`config.mk`:
```
export PLATFORM = sky130hd
export DESIGN_NAME = gfx_reg_bank
export DESIGN_NICKNAME = d
export VERILOG_FILES = /design/src/rtl/gfx_pkg.sv /design/src/rtl/gfx_frame_sync.sv /design/src/rtl/gfx_reg_bank.sv
export SDC_FILE = /design/constraint.sdc
export NUM_CORES = 1
export LEC_CHECK = 0
export CELL_PAD_IN_SITES_DETAIL_PLACEMENT = 1
export CELL_PAD_IN_SITES_GLOBAL_PLACEMENT = 1
export CORE_MARGIN = 3
export CORE_UTILIZATION = 41
export CTS_BUF_LIST = sky130_fd_sc_hd__clkbuf_2
export DETAILED_ROUTE_END_ITERATION = 8
export HOLD_SLACK_MARGIN = 0.06
export PLACE_DENSITY_LB_ADDON = 0.1
export RECOVER_POWER = 25
export SKIP_LAST_GASP = 1
export SYNTH_ARGS = -nofsm -noshare
export SYNTH_HDL_FRONTEND = slang
export SYNTH_SLANG_ARGS = --single-unit
```
`constraint.sdc`:
```
create_clock -name clk -period 7.01 [get_ports clk]
set_input_delay 2.103 -clock clk [delete_from_list [all_inputs] [get_ports clk]]
set_output_delay 2.103 -clock clk [all_outputs]
set_load 0.02 [all_outputs]
```
`src/rtl/gfx_pkg.sv`:
```
// Shared constants for the graphics front end: frame geometry, register
// indices and the default reset image of the 10-register game bank.
package gfx_pkg;

  // Pixel address of the last pixel of a 640x480 frame.
  localparam logic [18:0] FRAME_LAST_ADDR_640x480 = 19'h4AFFF;

  // Register map of the game bank.
  localparam int P1_X       = 0;
  localparam int P1_Y       = 1;
  localparam int P2_X       = 2;
  localparam int P2_Y       = 3;
  localparam int BALL_X     = 4;
  localparam int BALL_Y     = 5;
  localparam int BALL_Z     = 6;
  localparam int SCORE_1    = 7;
  localparam int SCORE_2    = 8;
  localparam int GAME_STATE = 9;

  localparam int GFX_NUM_REGS = 10;
  localparam int GFX_DATA_W   = 16;

  // Everything starts centred on screen; depth, scores and state start at 0.
  // Register i occupies bits [i*GFX_DATA_W +: GFX_DATA_W].
  localparam logic [GFX_NUM_REGS*GFX_DATA_W-1:0] DEFAULT_RESET_VALS = {
    16'd0,    // GAME_STATE
    16'd0,    // SCORE_2
    16'd0,    // SCORE_1
    16'd0,    // BALL_Z
    16'd240,  // BALL_Y
    16'd320,  // BALL_X
    16'd240,  // P2_Y
    16'd320,  // P2_X
    16'd240,  // P1_Y
    16'd320   // P1_X
  };

endpackage

```
`src/rtl/gfx_frame_sync.sv`:
```
// Frame synchroniser: detects the last pixel of a frame, decides whether the
// shadow bank swaps this edge, and keeps the frame_swap pulse and frame count.
// Optional feature macro: GFX_REG_BANK_COMMIT_EN (swap only after a commit).
module gfx_frame_sync
  import gfx_pkg::*;
#(
  parameter int                    PIX_ADDR_W      = 19,
  parameter logic [PIX_ADDR_W-1:0] FRAME_LAST_ADDR = PIX_ADDR_W'(FRAME_LAST_ADDR_640x480),
  parameter int                    DATA_W          = 16
) (
  input  logic                  clk,
  input  logic                  rst,
  input  logic                  VGA_ready,
  input  logic [PIX_ADDR_W-1:0] pixel_address,
  input  logic                  commit_wr,
  output logic                  swap_now,
  output logic                  commit_pending,
  output logic                  frame_swap,
  output logic [DATA_W-1:0]     frame_count
);

  logic swap_cond;
  assign swap_cond = VGA_ready && (pixel_address == FRAME_LAST_ADDR);

`ifdef GFX_REG_BANK_COMMIT_EN
  // A commit written on the swap edge itself still counts for this frame.
  assign swap_now = swap_cond && (commit_pending || commit_wr);

  // Commit flag: set by a commit write, consumed by the swap it enables.
  always_ff @(posedge clk) begin
    if (rst)
      commit_pending <= 1'b0;
    else if (swap_now)
      commit_pending <= 1'b0;
    else if (commit_wr)
      commit_pending <= 1'b1;
  end
`else
  assign swap_now       = swap_cond;
  assign commit_pending = 1'b0;
  logic unused_commit_wr;
  assign unused_commit_wr = commit_wr;
`endif

  // Swap pulse and completed-swap counter, one cycle behind the swap edge.
  always_ff @(posedge clk) begin
    // NOTE: non-blocking assignments keep every flop sampling pre-edge values.
    if (rst) begin
      frame_swap  <= 1'b0;
      frame_count <= '0;
    end else begin
      frame_swap <= swap_now;
      if (swap_now)
        frame_count <= frame_count + 1'b1;  // wraps silently
    end
  end

endmodule

```
`src/rtl/gfx_reg_bank.sv`:
```
// CPU-facing graphics register bank with a frame-synchronous shadow copy.
// Optional feature macro: GFX_REG_BANK_COMMIT_EN (commit register at
// address NUM_REGS gates the shadow swap).
module gfx_reg_bank
  import gfx_pkg::*;
#(
  parameter int                          NUM_REGS        = 10,
  parameter int                          DATA_W          = 16,
  parameter int                          ADDR_W          = 4,
  parameter int                          PIX_ADDR_W      = 19,
  parameter logic [PIX_ADDR_W-1:0]       FRAME_LAST_ADDR = PIX_ADDR_W'(FRAME_LAST_ADDR_640x480),
  parameter logic [NUM_REGS*DATA_W-1:0]  RESET_VALS      = {NUM_REGS*DATA_W{1'b0}}
) (
  input  logic                         clk,
  input  logic                         rst,
  input  logic                         chipselect,
  input  logic                         read,
  input  logic [ADDR_W-1:0]            data_address,
  input  logic [DATA_W-1:0]            wr_data,
  output logic [DATA_W-1:0]            rd_data,
  output logic                         rd_valid,
  output logic                         addr_err,
  input  logic                         VGA_ready,
  input  logic [PIX_ADDR_W-1:0]        pixel_address,
  output logic [NUM_REGS*DATA_W-1:0]   shadow_flat,
  output logic                         frame_swap,
  output logic [DATA_W-1:0]            frame_count
);

  localparam logic [ADDR_W-1:0] NUM_REGS_A = ADDR_W'(NUM_REGS);

  logic [DATA_W-1:0] live   [NUM_REGS];
  logic [DATA_W-1:0] shadow [NUM_REGS];

  logic              mapped;
  logic              is_commit_addr;
  logic              wr_en;
  logic              rd_en;
  logic              commit_wr;
  logic              swap_now;
  logic              commit_pending;
  logic [DATA_W-1:0] rd_mux;

  assign mapped = data_address < NUM_REGS_A;
  assign wr_en  = chipselect && !read;
  assign rd_en  = chipselect && read;

`ifdef GFX_REG_BANK_COMMIT_EN
  assign is_commit_addr = (data_address == NUM_REGS_A);
`else
  assign is_commit_addr = 1'b0;
`endif

  assign commit_wr = wr_en && is_commit_addr;

  gfx_frame_sync #(
    .PIX_ADDR_W      (PIX_ADDR_W),
    .FRAME_LAST_ADDR (FRAME_LAST_ADDR),
    .DATA_W          (DATA_W)
  ) u_frame_sync (
    .clk            (clk),
    .rst            (rst),
    .VGA_ready      (VGA_ready),
    .pixel_address  (pixel_address),
    .commit_wr      (commit_wr),
    .swap_now       (swap_now),
    .commit_pending (commit_pending),
    .frame_swap     (frame_swap),
    .frame_count    (frame_count)
  );

  // Live/shadow bank: CPU writes land in live; swap copies pre-edge live.
  always_ff @(posedge clk) begin
    // NOTE: the bank is a small flop array with a defined power-up image, so
    // it is reset element by element; a RAM-backed bank could not be.
    if (rst) begin
      for (int i = 0; i < NUM_REGS; i++) begin
        live[i]   <= RESET_VALS[i*DATA_W +: DATA_W];
        shadow[i] <= RESET_VALS[i*DATA_W +: DATA_W];
      end
    end else begin
      if (swap_now)
        for (int i = 0; i < NUM_REGS; i++)
          shadow[i] <= live[i];
      for (int i = 0; i < NUM_REGS; i++)
        if (wr_en && data_address == ADDR_W'(i))
          live[i] <= wr_data;
    end
  end

  // Read-back mux: live register, commit status, or zero for unmapped.
  always_comb begin
    // NOTE: default first so no path leaves rd_mux unassigned (no latch).
    rd_mux = '0;
    for (int i = 0; i < NUM_REGS; i++)
      if (data_address == ADDR_W'(i))
        rd_mux = live[i];
    if (is_commit_addr)
      rd_mux = {{(DATA_W-1){1'b0}}, commit_pending};
  end

  // Registered read port and address-error pulse.
  always_ff @(posedge clk) begin
    if (rst) begin
      rd_data  <= '0;
      rd_valid <= 1'b0;
      addr_err <= 1'b0;
    end else begin
      rd_valid <= rd_en;
      addr_err <= chipselect && !mapped && !is_commit_addr;
      if (rd_en)
        rd_data <= rd_mux;
    end
  end

  // Flatten the shadow bank for the renderers.
  always_comb begin
    shadow_flat = '0;
    for (int i = 0; i < NUM_REGS; i++)
      shadow_flat[i*DATA_W +: DATA_W] = shadow[i];
  end

endmodule

```
==> flow_summary_export.csv, run 1 <==
group,metric,value,unit
status,outcome,"finished with violations",
status,violations,"capacitance limit, slew limit",
grt,grt_usage,0.2342,
synthesis,synth_cell_types,70,
clocking,clk_latency,0.92,ns
job,max_cap_violations,4,
clocking,cts_resized,0,
grt,grt_pass1_vias,10372,
setup_path,path_cells,"dlygate4sd3_1, nand4bb_1, nor3_1, nand2_1, nand2b_4, buf_4",
synthesis,async_flop_share,0,
setup_path,cp-start-kind,"primary input",
clocking,cts_tree,"done",
synthesis,syn_nets,1137,
grt,antenna_found_initial,3,
die,rows,69,
power,power_frac_seq,0.580,
route,drc_errors,0,
setup_path,cp.required,7.54,ns
sta,setup_tns,0,ns
layout,finalInstanceArea,18540,sq um
place,routabilityCongestion,0.9090,
route,wirelength,46160,microns
synthesis,synth_seq_cells,355,
setup_path,cp.arrival,5.56,ns
setup_path,critPathKind,"primary input to register",
synthesis,synthCells,1092,
sta,setup_viol,0,
setup_path,path_buf_inv,2,
clocking,cts_buffers,90,
layout,nFillCells,3733,
power,p_sw,0.001100,W
clocking,clock_path_buffers,3,
sta,skew,0.04044,ns
die,pin_count,239,
die,dieWidth,197.7,microns
synthesis,syn_area,15070,sq um
die,initial_core_util,0.4196,
power,power.leakage,6.801,nW
layout,synthToLayoutAreaGrowth,23.03,%
route,drt_iter0_drc,806,
sta,hold_viol,0,
grt,grt_max_degree,93,
synthesis,synth-edff-count,320,
route,routed-via-count,10088,
setup_path,critPathTopFamily,"simple AND/OR/NAND/NOR gates",
sta,tightestPinTransition,1.766,ns
setup_path,crit_path_end_kind,"register",
setup_path,rrSetupSlack,5.20,ns
setup_path,r2r_end,"rd_data[9]",
setup_path,r2r_start,"live[1][9]",
place,dpl_cell_area,17770,sq um
power,p_int,0.003100,W
power,switching_share,0.2619,
power,clkPwrFrac,0.343,
clocking,clk_pin_slew,0.09,ns
place,dp_hpwl,31510,microns
route,viasPerCell,5.309,
route,avgRoutedWirePerCell,24.30,microns
route,ant_nets,0,
clocking,clockRootBuffer,"clkbuf_2",
layout,final_layout_size_suffix_gt1_frac,0.1232,
grt,grt_pass1_wl,66810,microns
clocking,cts_sinks,355,
sta,fmax,198.5,MHz
clocking,holdBufCountCts,0,
layout,nets,1418,
hold_path,hp-start,"rd_data[10]",
sta,rsz0062_at_grt,"false",
power,ir_drop,0.1116,mV
sta,slew_headroom,-0.1773,
hold_path,hp-class,"register to register",
setup_path,reg2regPathDepth,5,
die,core_area,35910,sq um
sta,maxSlewViolCount,84,
place,io_buffers,238,
synthesis,ys.flop_type,"edfxtp_1",
grt,grt_overflow,0,
power,powerDensity,226.5,nW/um^2
clocking,cts_setup_buffers,0,
setup_path,critical_path.max_fanout,48,
die,die-area,39090,sq um
sta,timing.final.crit_share,0.7187,
clocking,h-tree-depth,3,
hold_path,min_to,"rd_data[10]",
synthesis,yosys_warnings,0,
sta,period_minus_slack,5.038,ns
power,finalPower,0.004200,W
setup_path,slowest_stage,"nor3_1",
synthesis,synth_area_per_cell,13.80,sq um
die,die_h,197.7,microns
synthesis,yosysSeqAreaShare,0.6842,
setup_path,max_stage_delay,1.30,ns
power,p_comb_frac,0.077,
route,drtPass1Iterations,8,
hold_path,holdPathStages,1,
[synthesized netlist by cell type (4+ instances only)]
cell type / n / area share
a31oi_1: 7 / 0.0029
o21a_1: 4 / 0.0020
mux2_2: 4 / 0.0030
a2bb2oi_1: 7 / 0.0041
buf_6: 10 / 0.0075
nand3_1: 14 / 0.0047
a22oi_1: 4 / 0.0020
nor2_2: 7 / 0.0029
o32ai_1: 7 / 0.0041
o21ai_0: 26 / 0.0086
mux2i_1: 24 / 0.016
xor2_1: 13 / 0.0076
buf_2: 25 / 0.0083
o22ai_1: 8 / 0.0033
nand2_1: 30 / 0.0075
clkbuf_1: 15 / 0.0037
o21bai_1: 6 / 0.0030
o221ai_1: 16 / 0.0093
o311ai_0: 4 / 0.0023
a21o_1: 11 / 0.0055
and3_1: 4 / 0.0017
edfxtp_1: 320 / 0.64
nand2b_1: 11 / 0.0046
nand4_1: 11 / 0.0046
and2_2: 4 / 0.0020
nor2_1: 29 / 0.0072
o211ai_1: 5 / 0.0025
o21ai_1: 4 / 0.0013
dfxtp_1: 35 / 0.046
clkbuf_2: 7 / 0.0023
buf_4: 5 / 0.0025
nor3_1: 7 / 0.0023
a21oi_1: 37 / 0.012
and2_1: 322 / 0.13
[how the worst max path moves through the flow]
stage | from | end | cells after the start
finish | pixel_address[17] | shadow[0][108] | 6
global placement | pixel_address[16] | shadow[0][93] | 6
global route | pixel_address[17] | shadow[0][95] | 6
detailed placement | pixel_address[16] | shadow[0][89] | 6
floorplan | pixel_address[16] | shadow[0][0] | 4
CTS | u_frame_sync.frame_count[9] | frame_count[9] | 1
[per-stage QoR]
step | instances | setup WS (ns) | hold WS [ns] | util
after global placement | 1742 | 2.044 | 0.4435 | 0.4949
final | 1900 | 1.972 | 0.4754 | 0.5162
after detailed placement | 1742 | 1.971 | 0.4466 | 0.4949
after CTS | 1898 | 2.781 | 0.4764 | 0.5180
after floorplan | 1092 | 0.07249 | 0.5180 | -
after global routing | 1899 | 1.741 | 0.5044 | 0.5161
[kinds of logic (layout without fill, tap and decap cells)]
group,Yosys count,in the layout,synth area share
compound gates,155,155,0.06851
xor+xnor,13,13,0.007556
fa+ha+maj,1,1,0.0008302
buf+inv,68,413,0.02707
flops,355,355,0.6842
mux,28,28,0.01893
other cells,0,2,0
simple gates,472,472,0.1929
[flip-flops by register name (all words and copies together), names as in the netlist]
name and flops:
live 160, shadow 160, rd_data 16, u_frame_sync.frame_count 16, addr_err 1, rd_valid 1
u_frame_sync.frame_swap 1
[per-layer routing]
metal  up-vias  share of wire  global-route usage
met5         -              0                   0
met1      5047           0.44              0.3263
li1       4564              -                   -
met4         0          0.022             0.07680
met3        58          0.075             0.05768
met2       419           0.46              0.3636
[area by class of cell]
class	count	area (sq um)	share of cell area
antenna	2	5.005	0.0002700
sequential	355	10310	0.5561
multi-input combinational	669	4313	0.2326
clock inverter	25	173.9	0.009381
clock buffer	131	655.6	0.03536
tap	461	576.8	0.03111
inverter	3	11.26	0.0006074
timing repair buffer	254	2494	0.1345
[cells in the final DEF, fill, tap and decap left out, types with 4 or more instances in the layout]
master	instances
o221ai_1	16
o21ai_0	26
nor2_1	33
mux2i_1	24
dfxtp_1	35
and3_1	4
a22oi_1	4
and2_0	64
mux2_2	4
clkinv_1	19
a2bb2oi_1	7
buf_4	12
nand2_1	30
o211ai_1	5
nand2b_1	11
a21oi_1	37
a21o_1	11
o32ai_1	7
nand3_1	14
edfxtp_1	320
o21bai_1	6
xor2_1	13
o22ai_1	8
and2_1	258
nor3_1	10
o21a_1	4
nand4_1	11
o311ai_0	4
clkdlybuf4s50_1	234
a31oi_1	7
clkbuf_2	131
and2_2	4
o21ai_1	4
[worst register-to-register path, delay by kind of cell (launching register included)]
kind | cells | cell delay (ns)
AO/OA/AOI/OAI | 4 | 0.96
flip-flops | 1 | 0.39
multiplexers | 1 | 0.35
[power by group through the flow]
stage	Sequential, W	Clock (W)	Combinational [W]
after floorplan	0.00250	0	0.000118
after global placement	0.00248	0	0.000322
after detailed placement	0.00248	0	0.000326
after CTS	0.00244	0.00149	0.000326
after global routing	0.00245	0.00159	0.000340
final	0.00244	0.00144	0.000324
(Power assumes the default switching activity.)
==> run 2: changes to the inputs <==
==> constraint.sdc (replaced) <==
create_clock -name clk -period 4.3 [get_ports clk]
set_input_delay 1.29 -clock clk [delete_from_list [all_inputs] [get_ports clk]]
set_output_delay 1.29 -clock clk [all_outputs]
set_load 0.02 [all_outputs]
==> flow_summary_export.csv, run 2 (synthesis gave the netlist of run 1 again) <==
group,metric,value,unit
status,outcome,"finished clean",
clocking,cts_buffers,92,
route,wirelength,46270,microns
layout,finish.cell_count_without_fillers,1933,
route,avgRoutedWirePerCell,23.94,microns
grt,grt_pass1_vias,10690,
die,rows,69,
die,initial_core_util,0.4196,
place,dp.cells,1763,
layout,reg_top3,"live: 160 flops, shadow: 160 flops",
clocking,cts_tree,"done",
clocking,h-tree-depth,3,
sta,timing.final.crit_share,0.8595,
clocking,cts_setup_buffers,0,
place,dpl_cell_area,17980,sq um
layout,final_common_cell,"edfxtp_1",
power,ir_drop,0.1592,mV
clocking,clk_pin_slew,0.10,ns
layout,synthToLayoutAreaGrowth,24.89,%
setup_path,slowest_stage,"and3b_1",
route,drtPass1Iterations,5,
sta,slew_headroom,0.1461,
clocking,cts_sinks,355,
clocking,holdBufCountCts,0,
setup_path,critPathTopFamily,"simple AND/OR/NAND/NOR gates",
route,routed-via-count,10284,
sta,setup_viol,0,
grt,grt_usage,0.2348,
sta,fmax,270.6,MHz
route,ant_nets,0,
setup_path,path_buf_inv,3,
sta,period_minus_slack,3.696,ns
setup_path,worstSetupStartpoint,"pixel_address[16]",
clocking,clock_path_buffers,3,
setup_path,crit_path_end_kind,"register",
layout,fin_util,0.5240,
job,max_cap_violations,0,
clocking,cts_resized,0,
sta,maxSlewViolCount,0,
setup_path,cp.arrival,4.44,ns
power,powerDensity,364.6,nW/um^2
layout,finalInstanceArea,18820,sq um
sta,setup_tns,0,ns
layout,nFillCells,3692,
place,dp_hpwl,32580,microns
setup_path,critical_path.max_fanout,69,
die,die_h,197.7,microns
sta,skew,0.05483,ns
setup_path,cp.required,5.05,ns
hold_path,hp-class,"register to register",
die,dieWidth,197.7,microns
sta,tightestPinTransition,1.281,ns
route,viasPerCell,5.320,
die,pin_count,239,
route,drt_iter0_drc,856,
route,drc_errors,0,
grt,grt_overflow,0,
grt,antenna_found_initial,7,
setup_path,cp-start-kind,"primary input",
setup_path,critPathKind,"primary input to register",
place,routabilityCongestion,0.8445,
layout,layout_common_cells,"edfxtp_1 (320), and2_1 (249), clkdlybuf4s50_1 (232), clkbuf_2 (125), and2_0 (73)",
clocking,clk_latency,0.93,ns
place,io_buffers,238,
hold_path,hp-start,"rd_data[7]",
die,die-area,39090,sq um
sta,rsz0062_at_grt,"false",
power,power.leakage,6.941,nW
grt,grt_pass1_wl,67750,microns
clocking,clockRootBuffer,"clkbuf_2",
layout,nets,1441,
die,core_area,35910,sq um
sta,hold_viol,0,
setup_path,path_cells,"dlygate4sd3_1, nand4bb_1, nor3_4, clkbuf_1, and3b_1, buf_12, and2_1",
layout,final_layout_size_suffix_gt1_frac,0.1407,
grt,grt_max_degree,70,
setup_path,r2r_start,"live[1][10]",
setup_path,max_stage_delay,1.11,ns
[run 2: changes by cell type in the layout (fill, tap and decap cells not counted), sizes merged]
cell and change:
buf +20, clkinv +16, clkbuf -5, clkinvlp +3, clkdlybuf4s50 -2, dlygate4sd3 +2
bufinv -1, diode -1, inv +1
[run 2: cell type report]
class	count	area (sq um)	area share
inverter	3	11.26	0.0005984
sequential	355	10310	0.5478
timing repair buffer	275	2713	0.1441
tap	461	576.8	0.03065
antenna	1	2.502	0.0001330
multi-input combinational	669	4342	0.2307
clock buffer	125	625.6	0.03324
clock inverter	44	239.0	0.01270
[run 2: worst register-to-register path: cells and delay by family (launching register included)]
kind / cells / cell delay (ns)
AO/OA/AOI/OAI: 4 / 0.89
flip-flops: 1 / 0.41
multiplexers: 1 / 0.35
[run 2: per-layer routing]
metal	vias up	track usage	wire length [microns]
li1	4615	-	-
met1	5222	0.3300	20560
met2	393	0.3736	21730
met3	54	0.04900	3149
met4	0	0.06579	825
met5	-	0	0
[run 2: metrics by stage]
stage	setup WS, ns	power, W	hold WS, ns
2_1_floorplan	0.7948	0.004255	0.5180
3_3_place_gp	0.5977	0.004589	0.4616
3_5_place_dp	0.5783	0.004597	0.4555
4_1_cts	0.8588	0.006956	0.4796
5_1_grt	0.4227	0.007180	0.4964
6_report	0.6042	0.006862	0.4734
[run 2: final timing paths]
path                            slack [ns]  depth (start not counted)             to
worst min-delay path                  0.47                          2     rd_data[7]
worst min register to register        0.47                          2     rd_data[7]
worst max-delay path                  0.60                          7  shadow[0][80]
worst max register to register        2.54                          5    rd_data[10]
[run 2: power by group]
group          internal (W)  leakage [nW]  switching, W
logic              0.000201          2.78      0.000339
clock network      0.000927         0.636       0.00142
registers           0.00388          3.53     0.0000983
total               0.00501          6.94       0.00185
==> run 3: changes to the inputs <==
--- a/config.mk
+++ b/config.mk
@@ -8,9 +8,10 @@
 export CELL_PAD_IN_SITES_DETAIL_PLACEMENT = 1
 export CELL_PAD_IN_SITES_GLOBAL_PLACEMENT = 1
 export CORE_MARGIN = 3
-export CORE_UTILIZATION = 41
+export CORE_UTILIZATION = 49
 export CTS_BUF_LIST = sky130_fd_sc_hd__clkbuf_2
 export DETAILED_ROUTE_END_ITERATION = 8
+export DONT_BUFFER_PORTS = 1
 export HOLD_SLACK_MARGIN = 0.06
 export PLACE_DENSITY_LB_ADDON = 0.1
 export RECOVER_POWER = 25
==> flow_summary_export.csv, run 3 (synthesis gave the netlist of run 1 again) <==
group,metric,value,unit
sta,hold_viol,0,
setup_path,cp.arrival,3.80,ns
setup_path,crit_path_end_kind,"register",
clocking,cts_sinks,355,
sta,timing.final.crit_share,0.7671,
route,dr_wl_met2,20570,microns
grt,grt_overflow,0,
grt,grt_max_degree,85,
sta,setup_slack,1.001,ns
place,dp_hpwl,29650,microns
die,initial_core_util,0.5030,
route,top_layer,"met4",
die,rows,63,
setup_path,critical_path.max_fanout,53,
clocking,cts_setup_buffers,0,
clocking,clockRootBuffer,"clkbuf_2",
clocking,h-tree-depth,3,
route,drtPass1Iterations,7,
route,viasPerCell,5.828,
grt,antenna_found_initial,4,
clocking,clk_latency,0.90,ns
sta,slew_headroom,-0.1124,
route,route.met3.wl,4056,microns
layout,nFillCells,3022,
route,avgRoutedWirePerCell,27.70,microns
place,dp.cells,1436,
status,outcome,"finished with violations",
layout,final_layout_size_suffix_gt1_frac,0.1432,
sta,setup_tns,0,ns
setup_path,cp.required,4.80,ns
clocking,cts_resized,0,
sta,tightestPinTransition,1.656,ns
route,drc_errors,0,
clocking,cts_tree,"done",
sta,rsz0062_at_grt,"false",
route,drt_iter0_drc,941,
place,place_ws,1.013,ns
grt,grt_usage,0.2637,
sta,whs,0.4506,ns
hold_path,hp-class,"primary input to register",
die,core_area,29950,sq um
route,wl_met1,18660,microns
route,routed-via-count,9325,
die,die_h,181.4,microns
sta,skew,0.06729,ns
die,dieWidth,181.4,microns
route,wirelength,44320,microns
layout,finish.cell_count_without_fillers,1600,
clocking,clk_pin_slew,0.11,ns
power,ir_drop,0.2378,mV
place,io_buffers,0,
layout,nets,1185,
layout,reg_top3,"live: 160 flops, shadow: 160 flops",
grt,grt_pass1_vias,9609,
power,powerDensity,411.4,nW/um^2
sta,maxSlewViolCount,34,
setup_path,cp-start-kind,"primary input",
layout,fin_util,0.5371,
route,ant_nets,0,
place,routabilityCongestion,0.8831,
die,die-area,32890,sq um
sta,setup_viol,0,
clocking,cts_buffers,92,
sta,period_minus_slack,3.299,ns
power,power.leakage,5.914,nW
status,violations,"capacitance limit, slew limit",
layout,layout_common_cells,"edfxtp_1 (320), and2_1 (240), clkbuf_2 (131), and2_0 (82), a21oi_1 (37)",
clocking,holdBufCountCts,0,
job,max_cap_violations,2,
die,pin_count,239,
grt,grt_pass1_wl,64020,microns
layout,final_common_cell,"edfxtp_1",
clocking,clock_path_buffers,3,
layout,synthToLayoutAreaGrowth,6.776,%
sta,fmax,303.2,MHz
setup_path,critPathKind,"primary input to register",
[run 3: critical path: stages]
cell and delay, ns:
nor3b_1 0.21, clkbuf_1 0.62, nand2_1 0.60, o21bai_1 0.28, clkbuf_1 0.77
[run 3: worst paths after layout]
path,startpoint,endpoint,slack (ns),cells after the start
worst min register to register,live[9][13],shadow[0][157],0.55,1
worst max register to register,u_frame_sync.frame_count[0],u_frame_sync.frame_count[14],2.42,6
worst max-delay path,data_address[1],live[9][12],1.00,5
worst min-delay path,rst,u_frame_sync.frame_count[0],0.45,1
[run 3: final cells by class]
class,instances,area [sq um],share of cell area
sequential,355,10310,0.6408
multi-input combinational,669,4279,0.2660
clock buffer,131,655.6,0.04075
tap,390,488.0,0.03033
clock inverter,31,178.9,0.01112
timing repair buffer,19,161.4,0.01003
inverter,3,11.26,0.0006999
antenna,2,5.005,0.0003111
[run 3: stage by stage]
step	total power [W]	area (sq um)
final	0.006620	16090
after CTS	0.006680	16190
after global placement	0.004365	15360
after global routing	0.006885	16090
after floorplan	0.004255	15080
after detailed placement	0.004375	15360
[run 3: report_power, final]
group	leakage (nW)	total, W	switching [W]	internal (W)
logic	1.76	0.000254	0.000176	0.0000781
registers	3.53	0.00404	0.000154	0.00388
clock network	0.631	0.00233	0.00139	0.000938
total	5.91	0.00662	0.00172	0.00490
[run 3: per-layer routing]
metal,vias up,global-route usage
met4,0,0.07831
met2,438,0.4092
met1,4716,0.3627
met3,68,0.07872
met5,-,0
li1,4103,-
